### src/rtl/f_pcgen_pkg.sv
// Shared types and constants for the fetch-stage PC generator and its BTB.
// Jump-class codes are also consumed by the decode-stage resolve logic.
package f_pcgen_pkg;

   typedef enum logic [1:0] {
      JC_NONE   = 2'b00,
      JC_BRANCH = 2'b01,
      JC_JAL    = 2'b10,
      JC_JALR   = 2'b11
   } jump_code_t;

   typedef enum logic [1:0] {
      SNT = 2'b00,
      WNT = 2'b01,
      WT  = 2'b10,
      ST  = 2'b11
   } ctr_t;

   typedef enum logic {
      KIND_BRANCH = 1'b0,
      KIND_JUMP   = 1'b1
   } btb_kind_t;

   localparam logic [31:0] RESET_PC_DEFAULT = 32'h0000_0000;

   function automatic ctr_t ctr_train(input ctr_t c, input logic taken);
      ctr_t r;
      r = c;
      if (taken && (c != ST)) begin
         r = ctr_t'(c + 2'd1);
      end else if (!taken && (c != SNT)) begin
         r = ctr_t'(c - 2'd1);
      end
      return r;
   endfunction

endpackage

### src/rtl/f_pcgen_btb.sv
// Direct-mapped branch target buffer: combinational read port on the fetch PC,
// one write port driven by the decode-stage resolution.
module f_btb
   import f_pcgen_pkg::*;
#(
   parameter int ENTRIES = 16
) (
   input  logic        clk,
   input  logic        rst_n,
   input  logic [31:2] rd_pc,
   output logic        rd_hit,
   output logic [31:0] rd_target,
   output ctr_t        rd_ctr,
   output btb_kind_t   rd_kind,
   input  logic        wr_en,
   input  jump_code_t  wr_code,
   input  logic [31:2] wr_pc,
   input  logic        wr_taken,
   input  logic [31:0] wr_target
);

   localparam int IDX   = $clog2(ENTRIES);
   localparam int TAG_W = 32 - IDX - 2;

   logic [ENTRIES-1:0] valid;
   logic [TAG_W-1:0]   tag    [ENTRIES];
   logic [31:0]        target [ENTRIES];
   ctr_t               ctr    [ENTRIES];
   btb_kind_t          kind   [ENTRIES];

   logic [IDX-1:0]     rd_idx;
   logic [IDX-1:0]     wr_idx;
   logic [TAG_W-1:0]   rd_tag;
   logic [TAG_W-1:0]   wr_tag;
   logic               wr_hit;

   assign rd_idx    = rd_pc[IDX+1:2];
   assign rd_tag    = rd_pc[31:IDX+2];
   assign rd_hit    = valid[rd_idx] && (tag[rd_idx] == rd_tag);
   assign rd_target = target[rd_idx];
   assign rd_ctr    = ctr[rd_idx];
   assign rd_kind   = kind[rd_idx];

   assign wr_idx    = wr_pc[IDX+1:2];
   assign wr_tag    = wr_pc[31:IDX+2];
   assign wr_hit    = valid[wr_idx] && (tag[wr_idx] == wr_tag);

   // Branches only allocate on a taken miss; jumps always claim the entry as
   // strongly taken so aliasing branches lose their slot.
   always_ff @(posedge clk or negedge rst_n) begin
      if (!rst_n) begin
         valid <= '0;
         for (int i = 0; i < ENTRIES; i++) begin
            tag[i]    <= '0;
            target[i] <= '0;
            ctr[i]    <= WNT;
            kind[i]   <= KIND_BRANCH;
         end
      end else if (wr_en) begin
         if (wr_code == JC_BRANCH) begin
            if (wr_hit) begin
               ctr[wr_idx] <= ctr_train(ctr[wr_idx], wr_taken);
               if (wr_taken) begin
                  target[wr_idx] <= wr_target;
               end
            end else if (wr_taken) begin
               valid[wr_idx]  <= 1'b1;
               tag[wr_idx]    <= wr_tag;
               target[wr_idx] <= wr_target;
               ctr[wr_idx]    <= WT;
               kind[wr_idx]   <= KIND_BRANCH;
            end
         end else if ((wr_code == JC_JAL) || (wr_code == JC_JALR)) begin
            valid[wr_idx]  <= 1'b1;
            tag[wr_idx]    <= wr_tag;
            target[wr_idx] <= wr_target;
            ctr[wr_idx]    <= ST;
            kind[wr_idx]   <= KIND_JUMP;
         end
      end
   end

endmodule

### src/rtl/f_pcgen.sv
// Fetch PC generator: holds the fetch PC, predicts the next PC from the BTB and
// fills the IF/ID slot that decode checks against the resolved next PC.
module f_pcgen
   import f_pcgen_pkg::*;
#(
   parameter int          BTB_ENTRIES = 16,
   parameter logic [31:0] RESET_PC    = RESET_PC_DEFAULT
) (
   input  logic        clk,
   input  logic        rst_n,
   input  logic        stall,
   input  logic        fail_predict,
   input  logic [31:0] d_nextpc,
   input  logic [1:0]  d_jump_code,
   output logic [31:0] imem_addr,
   output logic [31:0] d_pc,
   output logic [31:0] d_pc_predicted,
   output logic        d_cannot_predict
);

   logic [31:0] pc;
   logic [31:0] pc_plus4;
   logic [31:0] pred;
   logic        rd_hit;
   logic [31:0] rd_target;
   ctr_t        rd_ctr;
   btb_kind_t   rd_kind;
   logic        upd;
   logic        taken;

   f_btb #(
      .ENTRIES (BTB_ENTRIES)
   ) u_btb (
      .clk       (clk),
      .rst_n     (rst_n),
      .rd_pc     (pc[31:2]),
      .rd_hit    (rd_hit),
      .rd_target (rd_target),
      .rd_ctr    (rd_ctr),
      .rd_kind   (rd_kind),
      .wr_en     (upd),
      .wr_code   (jump_code_t'(d_jump_code)),
      .wr_pc     (d_pc[31:2]),
      .wr_taken  (taken),
      .wr_target (d_nextpc)
   );

   assign imem_addr = pc;
   assign pc_plus4  = pc + 32'd4;
   assign pred      = (rd_hit && ((rd_ctr inside {WT, ST}) || (rd_kind == KIND_JUMP)))
                      ? rd_target : pc_plus4;

   // Bubbles in the ID slot carry no resolved outcome, so they never train.
   assign upd   = !stall && !d_cannot_predict && (d_jump_code != JC_NONE);
   assign taken = (d_nextpc != (d_pc + 32'd4));

   // A stall freezes everything, including redirects, since decode operands may be stale.
   always_ff @(posedge clk or negedge rst_n) begin
      if (!rst_n) begin
         pc               <= RESET_PC;
         d_pc             <= '0;
         d_pc_predicted   <= '0;
         d_cannot_predict <= 1'b1;
      end else if (!stall) begin
         if (fail_predict) begin
            pc               <= d_nextpc;
            d_pc             <= '0;
            d_pc_predicted   <= '0;
            d_cannot_predict <= 1'b1;
         end else begin
            pc               <= pred;
            d_pc             <= pc;
            d_pc_predicted   <= pred;
            d_cannot_predict <= 1'b0;
         end
      end
   end

endmodule

### config.mk
export PLATFORM = sky130hd
export DESIGN_NAME = f_pcgen
export DESIGN_NICKNAME = d
export VERILOG_FILES = /design/src/rtl/f_pcgen_pkg.sv /design/src/rtl/f_pcgen_btb.sv /design/src/rtl/f_pcgen.sv
export SDC_FILE = /design/constraint.sdc
export NUM_CORES = 2
export LEC_CHECK = 0
export CAP_MARGIN = 25
export CORE_MARGIN = 3
export CORE_UTILIZATION = 66
export CTS_BUF_LIST = sky130_fd_sc_hd__clkbuf_8
export DETAILED_ROUTE_END_ITERATION = 6
export PLACE_DENSITY = 0.93
export SLEW_MARGIN = 15
export SYNTH_ARGS = -nofsm -noshare
export SYNTH_HDL_FRONTEND = slang
export SYNTH_SLANG_ARGS = --single-unit
### constraint.sdc
create_clock -name clk -period 8.8 [get_ports clk]
set_input_delay 0.88 -clock clk [delete_from_list [all_inputs] [get_ports clk]]
set_output_delay 0.88 -clock clk [all_outputs]
set_load 0.02 [all_outputs]
==> impl_metrics.yaml <==
timing:
  finalCritPeriodShare_pct: 74.8
  maxSlewHeadroom_pct: 28.3
  worst_pin_slew_ps: 1070
  setup_violations: 0
  tns_ps: 0
  hold_ws_ps: 99.6
  min_period_ps: 6580
  drv_slew: 0
  final-hold-violation-count: 0
  rsz0062_at_grt: "no"
  fmax_mhz: 152
  finalClockSkew_ps: 62.4
logic_synthesis:
  synth_compound_area_share_pct: 4.63
  synthesis.area_sq_um: 56700
  synthMuxAreaShare_pct: 38.1
  ys_warn_count: 0
  ys_top_cells_by_area: "dfrtp_1 (47%), mux4_2 (15%), mux2_2 (13%)"
  synth_fa_ha_area_share_pct: 0.154
  syn_inst: 3853
  synth-seq-area-share_pct: 48.1
  yosys.cell_types.count: 86
  synth_top_family_by_area: "multiplexers"
  synthFlopType: "dfrtp_1"
  avgSynthCellArea_sq_um: 14.7
  synthesis.nets: 3898
  synth-seq-cells: 1089
  synth_top_cell_by_area: "dfrtp_1"
  synthSimpleGateAreaFrac_pct: 3.61
  synthArstFlopShare_pct: 100
  synth_top_area_share_pct: 47.3
  synthXorXnorAreaFrac_pct: 1.78
  synth_edf_count: 0
clock_network:
  ctsHtreeMaxLevel: 4
  clk-insertion-delay-late_ps: 890
  cts_tree: "yes"
  clkSinkCount: 1089
  cts-root-buf: "clkbuf_8"
  clockBufferDepth: 3
  path_clk_slew_ps: 70
  cts_buffers: 174
  cts_hold_buf: 0
  post_cts_resized: 0
  post_cts_buffers: 0
drt:
  vias: 39500
  drtPass1Iterations: 7
  routedWlPerCell_um: 34.3
  ant_nets: 0
  drc_errors: 1
  drt_iter0_drc: 5901
  wl_met1_um: 60000
  dr_wl_met2_um: 79000
  top_layer: "met5"
  post_drt_via_cell_ratio: 7.61
  wl_met3_um: 26700
  wl_um: 178000
final_layout:
  final_cell_mix: "dfrtp_1 (1,065), mux2_2 (645), mux4_2 (380)"
  nets: 3950
  drive_gt1_share_pct: 43.5
  final_cells: 5195
  final_common_cell: "dfrtp_1"
  fill_cells: 4533
  stdcell_area_sq_um: 62600
  final_core_util_pct: 74.2
  area_growth_pct: 10.4
critical_path:
  cp.required_ps: 9530
  r2r_cells: 13
  r2r-end: "u_btb.tag[303]"
  rrSetupSlack_ps: 2220
  worstPathArrival_ps: 7310
  worst-setup-path-type: "reg2reg"
  worst-path-buf-inv: 3
  crit_path_cell_trace: "buf_4 -> and4_1 -> and2_0 -> and3_1 -> mux2_2 -> a22o_1 -> or2_2 -> a21oi_2 -> nand2_2 -> buf_4 -> a21oi_4 -> buf_4 -> mux2_2"
  reg2reg_from: "d_pc[2]"
  crit_top_cell: "buf_4"
  critical_path.max_fanout: 35
  endpoint_kind: "flop"
  max_stage_delay_ps: 910
  cp_top_family: "simple AND/OR/NAND/NOR gates"
  critPathLaunchType: "flop"
  cpMaxStageDelayCell: "dfrtp_4"
min_path:
  holdCritPathClass: "in2async"
status:
  violations: "design-rule violations"
  outcome: "finished, violations left"
floorplan:
  fp-row-count: 106
  start_util_pct: 67.2
  io_pins: 135
  die-area_sq_um: 89500
  dieHeight_um: 299
  core_sq_um: 84400
  dieWidth_um: 299
placed_design:
  hpwl_um: 104000
  dpl-instance-area_sq_um: 58700
  place.gp.congestion: 0.994
  dp.cells: 4856
  io_buffer_count: 134
power:
  power.density_nw_per_um2: 274
  p_leak_nw: 27.4
  vdd_drop_max_mv: 0.187
grt:
  grt_overflow: 0
  grt_use_total_pct: 39.7
  grt_max_degree: 181
  grt_pass1_wl_um: 265000
  grt_pass1_vias: 41100
  antenna_found_initial: 12
run:
  maxCapViolCount: 0
-- power breakdown --
group	switching [mW]	internal, mW
clock network	2.20	2.50
registers	1.15	6.38
logic	2.16	2.76
total	5.51	11.6
-- worst max-delay path by stage --
stage                start                end  slack, ps  depth (start not counted)
2_1_floorplan      d_pc[3]      u_btb.tag[10]       4310                         20
3_3_place_gp       d_pc[3]     u_btb.tag[326]       2490                         11
3_5_place_dp   d_nextpc[1]  u_btb.target[181]       2560                         12
4_1_cts            d_pc[5]     u_btb.tag[395]       2570                         12
5_1_grt            d_pc[2]     u_btb.tag[303]       2170                         13
6_report           d_pc[2]     u_btb.tag[303]       2220                         13
-- per-layer routing --
layer / vias up / global-route usage (%)
li1: 14600 / -
met1: 20200 / 50.7
met2: 3671 / 58.1
met3: 1007 / 15.6
met4: 6 / 23.5
met5: - / 0
-- Yosys cell counts, types with 7 or more instances --
master / n
a21o_1: 19
a21oi_1: 47
a21oi_2: 12
a221oi_1: 13
a22o_1: 43
a22oi_1: 21
a2bb2oi_1: 12
and2_1: 10
and3_1: 16
and4_1: 12
buf_1: 41
buf_2: 54
buf_4: 28
buf_6: 44
clkbuf_1: 207
dfrtp_1: 1072
dfstp_2: 17
ha_1: 7
inv_1: 41
mux2_1: 48
mux2_2: 645
mux2_4: 270
mux2i_1: 117
mux4_2: 380
nand2_1: 127
nand2b_1: 10
nand3_1: 23
nand4_1: 22
nor2_1: 75
nor2_4: 10
nor2b_1: 19
nor3_1: 20
o211ai_1: 15
o21ai_0: 78
o22a_1: 18
o22ai_1: 12
o31ai_1: 20
or2_2: 14
or3_1: 7
xnor2_1: 82
xor2_1: 33
-- sequential cells by signal, indices dropped and copies added (netlist names), named ones only --
signal and count:
d_cannot_predict 1, d_pc 32, d_pc_predicted 32, imem_addr 32
u_btb.ctr 32, u_btb.tag 416, u_btb.target 512, u_btb.valid 16
-- cell families after synthesis --
| kind of cell | after synthesis |
|---|---|
| adder cells (fa/ha/maj) | 7 |
| AND/OR/NAND/NOR | 394 |
| AO/OA/AOI/OAI | 369 |
| buffers and inverters | 419 |
| multiplexers | 1460 |
| flip-flops | 1089 |
| XOR/XNOR | 115 |
-- cell type report --
cell class                 instances  area (sq um)  area share (%)
sequential                      1089         27300            43.6
multi-input combinational       2345         27500            43.9
clock buffer                     222          3060            4.88
clock inverter                   101           698            1.12
timing repair buffer             251          2440            3.90
antenna                            9          22.5          0.0360
inverter                          44           165           0.264
tap                             1134          1420            2.27
-- through the flow --
step	total power, mW	worst slack, ps
2_1_floorplan	10.6	4310
3_3_place_gp	11.8	2490
3_5_place_dp	12.2	2560
4_1_cts	16.9	2570
5_1_grt	17.6	2170
6_report	17.1	2220
Note: power is estimated with default switching activity, not from simulation.
